$ cat src/rtl/pll_reset_sequencer.sv
// PLL reset sequencer: holds the iCE40 PLL in reset, qualifies lock, then releases the system reset.
// Optional FAULT_LATCH_EN adds a sticky fault after MAX_RETRIES consecutive lock timeouts.
module pll_reset_sequencer #(
    parameter int HOLD_CYCLES    = 16,
    parameter int STABLE_CYCLES  = 1024,
    parameter int TIMEOUT_CYCLES = 65536,
    parameter int RESET_CYCLES   = 64,
    parameter int MAX_RETRIES    = 7
) (
    input  logic       clk,
    input  logic       rst_n,
    input  logic       pll_locked,
    output logic       pll_resetb,
    output logic       sys_rst_n,
    output logic       ready,
    output logic [3:0] relock_count,
    output logic       fault
);

    localparam int HOLD_W    = $clog2(HOLD_CYCLES);
    localparam int RESET_W   = $clog2(RESET_CYCLES);
    localparam int TIMEOUT_W = $clog2(TIMEOUT_CYCLES);
    localparam int STABLE_W  = $clog2(STABLE_CYCLES);
    localparam int CW_HR     = (HOLD_W > RESET_W) ? HOLD_W : RESET_W;
    localparam int CW        = (CW_HR > TIMEOUT_W) ? CW_HR : TIMEOUT_W;

    localparam logic [CW-1:0]       HOLD_LAST    = CW'(HOLD_CYCLES - 1);
    localparam logic [CW-1:0]       RESET_LAST   = CW'(RESET_CYCLES - 1);
    localparam logic [CW-1:0]       TIMEOUT_LAST = CW'(TIMEOUT_CYCLES - 1);
    localparam logic [STABLE_W-1:0] STABLE_LAST  = STABLE_W'(STABLE_CYCLES - 1);

`ifdef FAULT_LATCH_EN
    typedef enum logic [2:0] {
        ST_PLL_RST,
        ST_WAIT_LOCK,
        ST_SETTLE,
        ST_RUN,
        ST_FAULT
    } state_t;

    localparam int                 RETRY_W    = $clog2(MAX_RETRIES + 1);
    localparam logic [RETRY_W-1:0] RETRY_LAST = RETRY_W'(MAX_RETRIES - 1);

    logic [RETRY_W-1:0] r_retry;
    logic [RETRY_W-1:0] w_retry_nxt;
    logic               r_fault;
`else
    typedef enum logic [2:0] {
        ST_PLL_RST,
        ST_WAIT_LOCK,
        ST_SETTLE,
        ST_RUN
    } state_t;

    logic w_unused_retries;
    assign w_unused_retries = (MAX_RETRIES > 0);
`endif

    state_t              r_state;
    state_t              w_state_nxt;
    logic [CW-1:0]       r_cnt;
    logic [CW-1:0]       w_cnt_nxt;
    logic [STABLE_W-1:0] r_stable;
    logic [STABLE_W-1:0] w_stable_nxt;
    logic [3:0]          r_relock;
    logic [3:0]          w_relock_nxt;
    logic                r_sync1;
    logic                r_lock_s;
    logic                r_pll_resetb;
    logic                r_sys_rst_n;
    logic                r_ready;

    // A single duration counter serves the hold, timeout and settle phases; it restarts on every state change.
    always_comb begin
        w_state_nxt  = r_state;
        w_cnt_nxt    = r_cnt + 1'b1;
        w_stable_nxt = '0;
        w_relock_nxt = r_relock;
`ifdef FAULT_LATCH_EN
        w_retry_nxt  = r_retry;
`endif
        case (r_state)
            ST_PLL_RST: begin
                if (r_cnt == HOLD_LAST) begin
                    w_state_nxt = ST_WAIT_LOCK;
                end
            end
            ST_WAIT_LOCK: begin
                w_stable_nxt = r_lock_s ? (r_stable + 1'b1) : '0;
                if (r_lock_s && (r_stable == STABLE_LAST)) begin
                    w_state_nxt = ST_SETTLE;
`ifdef FAULT_LATCH_EN
                    w_retry_nxt = '0;
`endif
                end else if (r_cnt == TIMEOUT_LAST) begin
`ifdef FAULT_LATCH_EN
                    if (r_retry == RETRY_LAST) begin
                        w_state_nxt = ST_FAULT;
                    end else begin
                        w_state_nxt = ST_PLL_RST;
                    end
                    w_retry_nxt = r_retry + 1'b1;
`else
                    w_state_nxt = ST_PLL_RST;
`endif
                end
            end
            ST_SETTLE: begin
                if (!r_lock_s) begin
                    w_state_nxt = ST_PLL_RST;
                    if (r_relock != 4'd15) begin
                        w_relock_nxt = r_relock + 4'd1;
                    end
                end else if (r_cnt == RESET_LAST) begin
                    w_state_nxt = ST_RUN;
                end
            end
            ST_RUN: begin
                w_cnt_nxt = r_cnt;
                if (!r_lock_s) begin
                    w_state_nxt = ST_PLL_RST;
                    if (r_relock != 4'd15) begin
                        w_relock_nxt = r_relock + 4'd1;
                    end
                end
            end
`ifdef FAULT_LATCH_EN
            ST_FAULT: begin
                w_cnt_nxt = r_cnt;
            end
`endif
            default: begin
                w_state_nxt = ST_PLL_RST;
            end
        endcase
        if (w_state_nxt != r_state) begin
            w_cnt_nxt    = '0;
            w_stable_nxt = '0;
        end
    end

    // Outputs are decoded from the next state so they change on the same edge as the state itself.
    always_ff @(posedge clk or negedge rst_n) begin
        if (!rst_n) begin
            r_state      <= ST_PLL_RST;
            r_cnt        <= '0;
            r_stable     <= '0;
            r_relock     <= '0;
            r_sync1      <= 1'b0;
            r_lock_s     <= 1'b0;
            r_pll_resetb <= 1'b0;
            r_sys_rst_n  <= 1'b0;
            r_ready      <= 1'b0;
`ifdef FAULT_LATCH_EN
            r_retry      <= '0;
            r_fault      <= 1'b0;
`endif
        end else begin
            r_sync1      <= pll_locked;
            r_lock_s     <= r_sync1;
            r_state      <= w_state_nxt;
            r_cnt        <= w_cnt_nxt;
            r_stable     <= w_stable_nxt;
            r_relock     <= w_relock_nxt;
            r_sys_rst_n  <= (w_state_nxt == ST_RUN);
            r_ready      <= (w_state_nxt == ST_RUN);
`ifdef FAULT_LATCH_EN
            r_retry      <= w_retry_nxt;
            r_fault      <= (w_state_nxt == ST_FAULT);
            r_pll_resetb <= (w_state_nxt != ST_PLL_RST) && (w_state_nxt != ST_FAULT);
`else
            r_pll_resetb <= (w_state_nxt != ST_PLL_RST);
`endif
        end
    end

    assign pll_resetb   = r_pll_resetb;
    assign sys_rst_n    = r_sys_rst_n;
    assign ready        = r_ready;
    assign relock_count = r_relock;
`ifdef FAULT_LATCH_EN
    assign fault        = r_fault;
`else
    assign fault        = 1'b0;
`endif

endmodule

$ cat config.mk
export PLATFORM = sky130hd
export DESIGN_NAME = pll_reset_sequencer
export DESIGN_NICKNAME = d
export VERILOG_FILES = /design/src/rtl/pll_reset_sequencer.sv
export SDC_FILE = /design/constraint.sdc
export NUM_CORES = 1
export LEC_CHECK = 0
export ABC_CLOCK_PERIOD_IN_PS = 2050
export CAP_MARGIN = 20
export CELL_PAD_IN_SITES_DETAIL_PLACEMENT = 0
export CELL_PAD_IN_SITES_GLOBAL_PLACEMENT = 1
export CORE_MARGIN = 4
export CORE_UTILIZATION = 42
export DETAILED_ROUTE_END_ITERATION = 7
export GPL_ROUTABILITY_DRIVEN = 0
export PLACE_DENSITY_LB_ADDON = 0.1
export SLEW_MARGIN = 20
export SYNTH_ARGS = -nofsm -noshare
export SYNTH_HDL_FRONTEND = slang
export SYNTH_SLANG_ARGS = --single-unit
$ cat constraint.sdc
create_clock -name clk -period 2.05 [get_ports clk]
set_clock_uncertainty 0.15 [all_clocks]
set_input_delay 0.205 -clock clk [delete_from_list [all_inputs] [get_ports clk]]
set_output_delay 0.205 -clock clk [all_outputs]
set_load 0.05 [all_outputs]
==> results of run 1 <==
power by group through the flow:
stage | Sequential (mW) | Combinational [mW] | Clock, mW
after global routing | 0.745 | 0.0546 | 0.707
after global placement | 0.758 | 0.0481 | 0
after detailed placement | 0.759 | 0.0495 | 0
final | 0.744 | 0.0478 | 0.652
after CTS | 0.744 | 0.0496 | 0.672
after floorplan | 0.757 | 0.0249 | 0
kinds of logic after synthesis:
| group | count (synthesis) | synth area share (%) |
|---|---|---|
| simple gates | 79 | 26.0 |
| flops | 37 | 48.9 |
| xor+xnor | 21 | 9.71 |
| compound gates | 19 | 8.12 |
| buf+inv | 11 | 3.96 |
| fa+ha+maj | 3 | 1.98 |
| mux | 2 | 1.12 |
| other cells | 1 | 0.198 |
flip-flops by register name, indices dropped and copies added (netlist names):
name,flops
r_cnt,16
r_stable,10
relock_count,4
r_state,3
pll_resetb,1
r_lock_s,1
r_sync1,1
ready,1
timing repair:
action                                  4_1_cts  5_1_grt
hold buffers                                  0        0
endpoints found under the setup margin        0       18
resized for setup                             0        4
hold endpoints to repair                      0        0
cells in the mapped netlist (all sizes together), types with 3 or more instances:
cell,instances
a211oi,5
a21oi,4
and3,3
and4,7
buf,7
dfrtp,37
ha,3
nand2,9
nand3,11
nand4,9
nor2,11
nor3,12
o21ai,3
or3,3
or4,4
xnor2,4
xor2,17
critical path, delay by kind of cell, from the launching register on:
kind / cells / cell delay (ps)
AO/OA/AOI/OAI: 1 / 50
flip-flops: 1 / 450
AND/OR/NAND/NOR: 3 / 1050
buffers and inverters: 1 / 160
layer usage:
| metal | share of wire [%] | wire length (um) | vias up | track usage [%] |
|---|---|---|---|---|
| met5 | 0 | 0 | - | 0 |
| met4 | 1.8 | 63 | 0 | 5.63 |
| met3 | 4.2 | 151 | 7 | 4.41 |
| met2 | 47 | 1680 | 24 | 22.4 |
| met1 | 47 | 1700 | 666 | 20.0 |
| li1 | - | - | 662 | - |
metrics by stage:
step | setup WS [ps] | cell area [um^2] | hold WS [ps] | util (%) | total power [mW]
CTS | 57.1 | 2170 | 197 | 49.9 | 1.47
global route | 10.6 | 2190 | 193 | 50.2 | 1.51
finish | 68.4 | 2190 | 172 | 50.2 | 1.44
global placement | 94.3 | 2060 | 191 | 47.3 | 0.806
floorplan | 120 | 1900 | -241 | - | 0.782
detailed placement | 70.3 | 2060 | 188 | 47.3 | 0.808
cell type report:
type,count,area [um^2],share of cell area (%)
clock inverter,1,30.0,1.37
multi-input combinational,126,910,41.6
tap,52,65.1,2.97
inverter,2,7.51,0.343
timing repair buffer,17,163,7.44
sequential,37,926,42.3
clock buffer,7,86.3,3.95
final timing paths:
kind | start | end | slack [ps] | cells past startpoint
max | r_cnt[8] | r_cnt[10] | 70 | 5
min | rst_n | relock_count[2] | 170 | 2
max reg2reg | r_cnt[8] | r_cnt[10] | 70 | 5
min reg2reg | r_sync1 | r_lock_s | 210 | 0
max in group asynchronous | rst_n | r_cnt[12] | 1240 | 2
min in group clk | pll_locked | r_sync1 | 200 | 1
==> impl_table.tex, run 1 <==
\begin{tabular}{lr}
\hline
Metric & Value \\
\hline
\multicolumn{2}{l}{\textbf{Power and ir drop}} \\
Net switching power & 0.294 mW \\
Combinational power share & 3.3\% \\
Leakage power of the design & between 0.9 and 1 nW \\
Sequential share of power & about half \\
IR drop worst, VDD & about 0.00042 V \\
Int Pwr & 1.15 mW \\
Switching share of power & about a fifth \\
Clock network fraction of total power & 45.1\% \\
Pwr dens & roughly 660 mW/mm\^{}2 \\
\multicolumn{2}{l}{\textbf{Critical path}} \\
Launching element type of the critical path & register \\
Kind of critical path & reg -> reg \\
Max stage delay cell, worst path & sky130\_fd\_sc\_hd\_\_or4\_1 \\
Data required time of the critical path & 2070 ps \\
CP cell instances & or4\_1 > nor2\_1 > and4bb\_1 > buf\_12 > a211oi\_1 \\
Endpoint kind of the worst setup timing path & register \\
Slowest cell delay on critical path & approximately 560 ps \\
Critical path data arrival time & 2000 ps \\
Critical-path maximum fanout & 16 \\
\multicolumn{2}{l}{\textbf{GRT}} \\
Vias in the first global route & about 1400 \\
Total global routing overflow & 0 \\
Antenna violations before repair & 0 \\
Global-route usage over all layers & 14.8\% \\
Pin count of the biggest net entering global routing & 38 \\
First-pass GRT wire length & approximately 6300 um \\
\multicolumn{2}{l}{\textbf{Routing}} \\
Iteration count of the initial detailed-routing pass & 4 \\
Routed wire length per instance & around 15 um \\
Iteration-0 DRC Markers & 57 \\
Routed vias & 1359 \\
Final routed wirelength across all metal layers & 3590 um \\
Detailed-route DRC error count & 0 \\
DR vias/cell & about 5.6 \\
Post-detailed-route count of antenna-violating nets & 0 \\
\multicolumn{2}{l}{\textbf{Yosys}} \\
Cell area after synthesis & $\sim$0.0019 mm\^{}2 \\
Synth Area per Inst & 10.9 um\^{}2 \\
Area share of the largest cell type after synthesis & just under 50\% \\
Top\_reg\_cell synth & sky130\_fd\_sc\_hd\_\_dfrtp\_1 \\
Total of flip-flops plus latches after synthesis & 37 \\
Share of async-settable or async-resettable flops after synthesis & 100\% \\
Share of synthesized area occupied by flip-flops and latches & roughly half \\
Distinct cells, synth & 45 \\
Number of instances in the synthesized netlist & between 150 and 200 \\
Cell type with the largest total area after synthesis & sky130\_fd\_sc\_hd\_\_dfrtp\_1 \\
Synth area leaders & sky130\_fd\_sc\_hd\_\_dfrtp\_1 (49\%), sky130\_fd\_sc\_hd\_\_xor2\_1 (7.9\%), sky130\_fd\_sc\_hd\_\_nor3\_1 (3.2\%) \\
Number of synthesized flops with an enable pin & 0 \\
Count of synthesis-stage warnings from yosys & 0 \\
\multicolumn{2}{l}{\textbf{Die}} \\
Height of the chip & about 75 um \\
Starting utilization of the core area & about 44\% \\
FP Rows & 24 \\
Area of the die & roughly 0.0056 mm\^{}2 \\
Floorplan Core Area & about 0.0044 mm\^{}2 \\
Width of the die & roughly 75 um \\
Top Ports & 11 \\
\multicolumn{2}{l}{\textbf{STA}} \\
Max Clk Rate & slightly above 500 MHz \\
Clock period minus worst slack & between 1500 and 2000 ps \\
Slew at the pin with the worst max-slew slack & roughly 500 ps \\
Worst slew slack as a fraction of its limit & approximately 66\% \\
Final hold violations & 0 \\
Share of the clock period used by the worst path & between 90\% and 100\% \\
Unrepaired setup endpoints after global routing & false \\
Final total negative setup slack & 0 ps \\
Max-slew violation count & 0 \\
Endpoints failing setup & 0 \\
\multicolumn{2}{l}{\textbf{Final layout}} \\
Most common library cell in the layout ignoring fill and taps & sky130\_fd\_sc\_hd\_\_dfrtp\_1 \\
Ratio of cells with drive above 1 in the final layout & roughly 16\% \\
Final standard cell count with taps included and fillers excluded & 242 \\
Syn-to-layout area delta & 15.5\% \\
Filler instances & between 400 and 500 \\
Fin nets & just under 200 \\
Final antenna diode count & 0 \\
Commonest cells after routing, fill and taps aside & sky130\_fd\_sc\_hd\_\_dfrtp\_1 (37), sky130\_fd\_sc\_hd\_\_xor2\_1 (17), sky130\_fd\_sc\_hd\_\_nor3\_1 (12) \\
\multicolumn{2}{l}{\textbf{Placed design}} \\
Number of port buffers & 9 \\
Cells after DPL & between 200 and 250 \\
Half-perimeter wire length after detailed placement & between 2000 and 2500 um \\
\multicolumn{2}{l}{\textbf{Run}} \\
Count of maximum capacitance violations & 0 \\
\multicolumn{2}{l}{\textbf{Clock network}} \\
Number of H-tree branching levels & 2 \\
Setup repair bufs after CTS & 0 \\
Clock sink count & 37 \\
Latest clock arrival within the worst-skew pair & approximately 290 ps \\
CTS clk-pin slew, worst paths & $\sim$70 ps \\
Maximum count of clock buffers along a single path & 2 \\
Clock tree from TritonCTS & done \\
Root Buffer Master & sky130\_fd\_sc\_hd\_\_clkbuf\_8 \\
Number of buffers added by the clock tree synthesis step & 5 \\
\multicolumn{2}{l}{\textbf{Hold path}} \\
Hold/Removal Path Class & in -> async \\
\multicolumn{2}{l}{\textbf{Run status}} \\
Result of the run & completed \\
\hline
\end{tabular}
No activity file was read; power rests on OpenSTA's default activity.
==> run 2: changes to the inputs <==
- HOLD_SLACK_MARGIN: not set -> 0.15
==> results of run 2 <==
No change in the layout: final DEF, timing and power equal those of run 1.
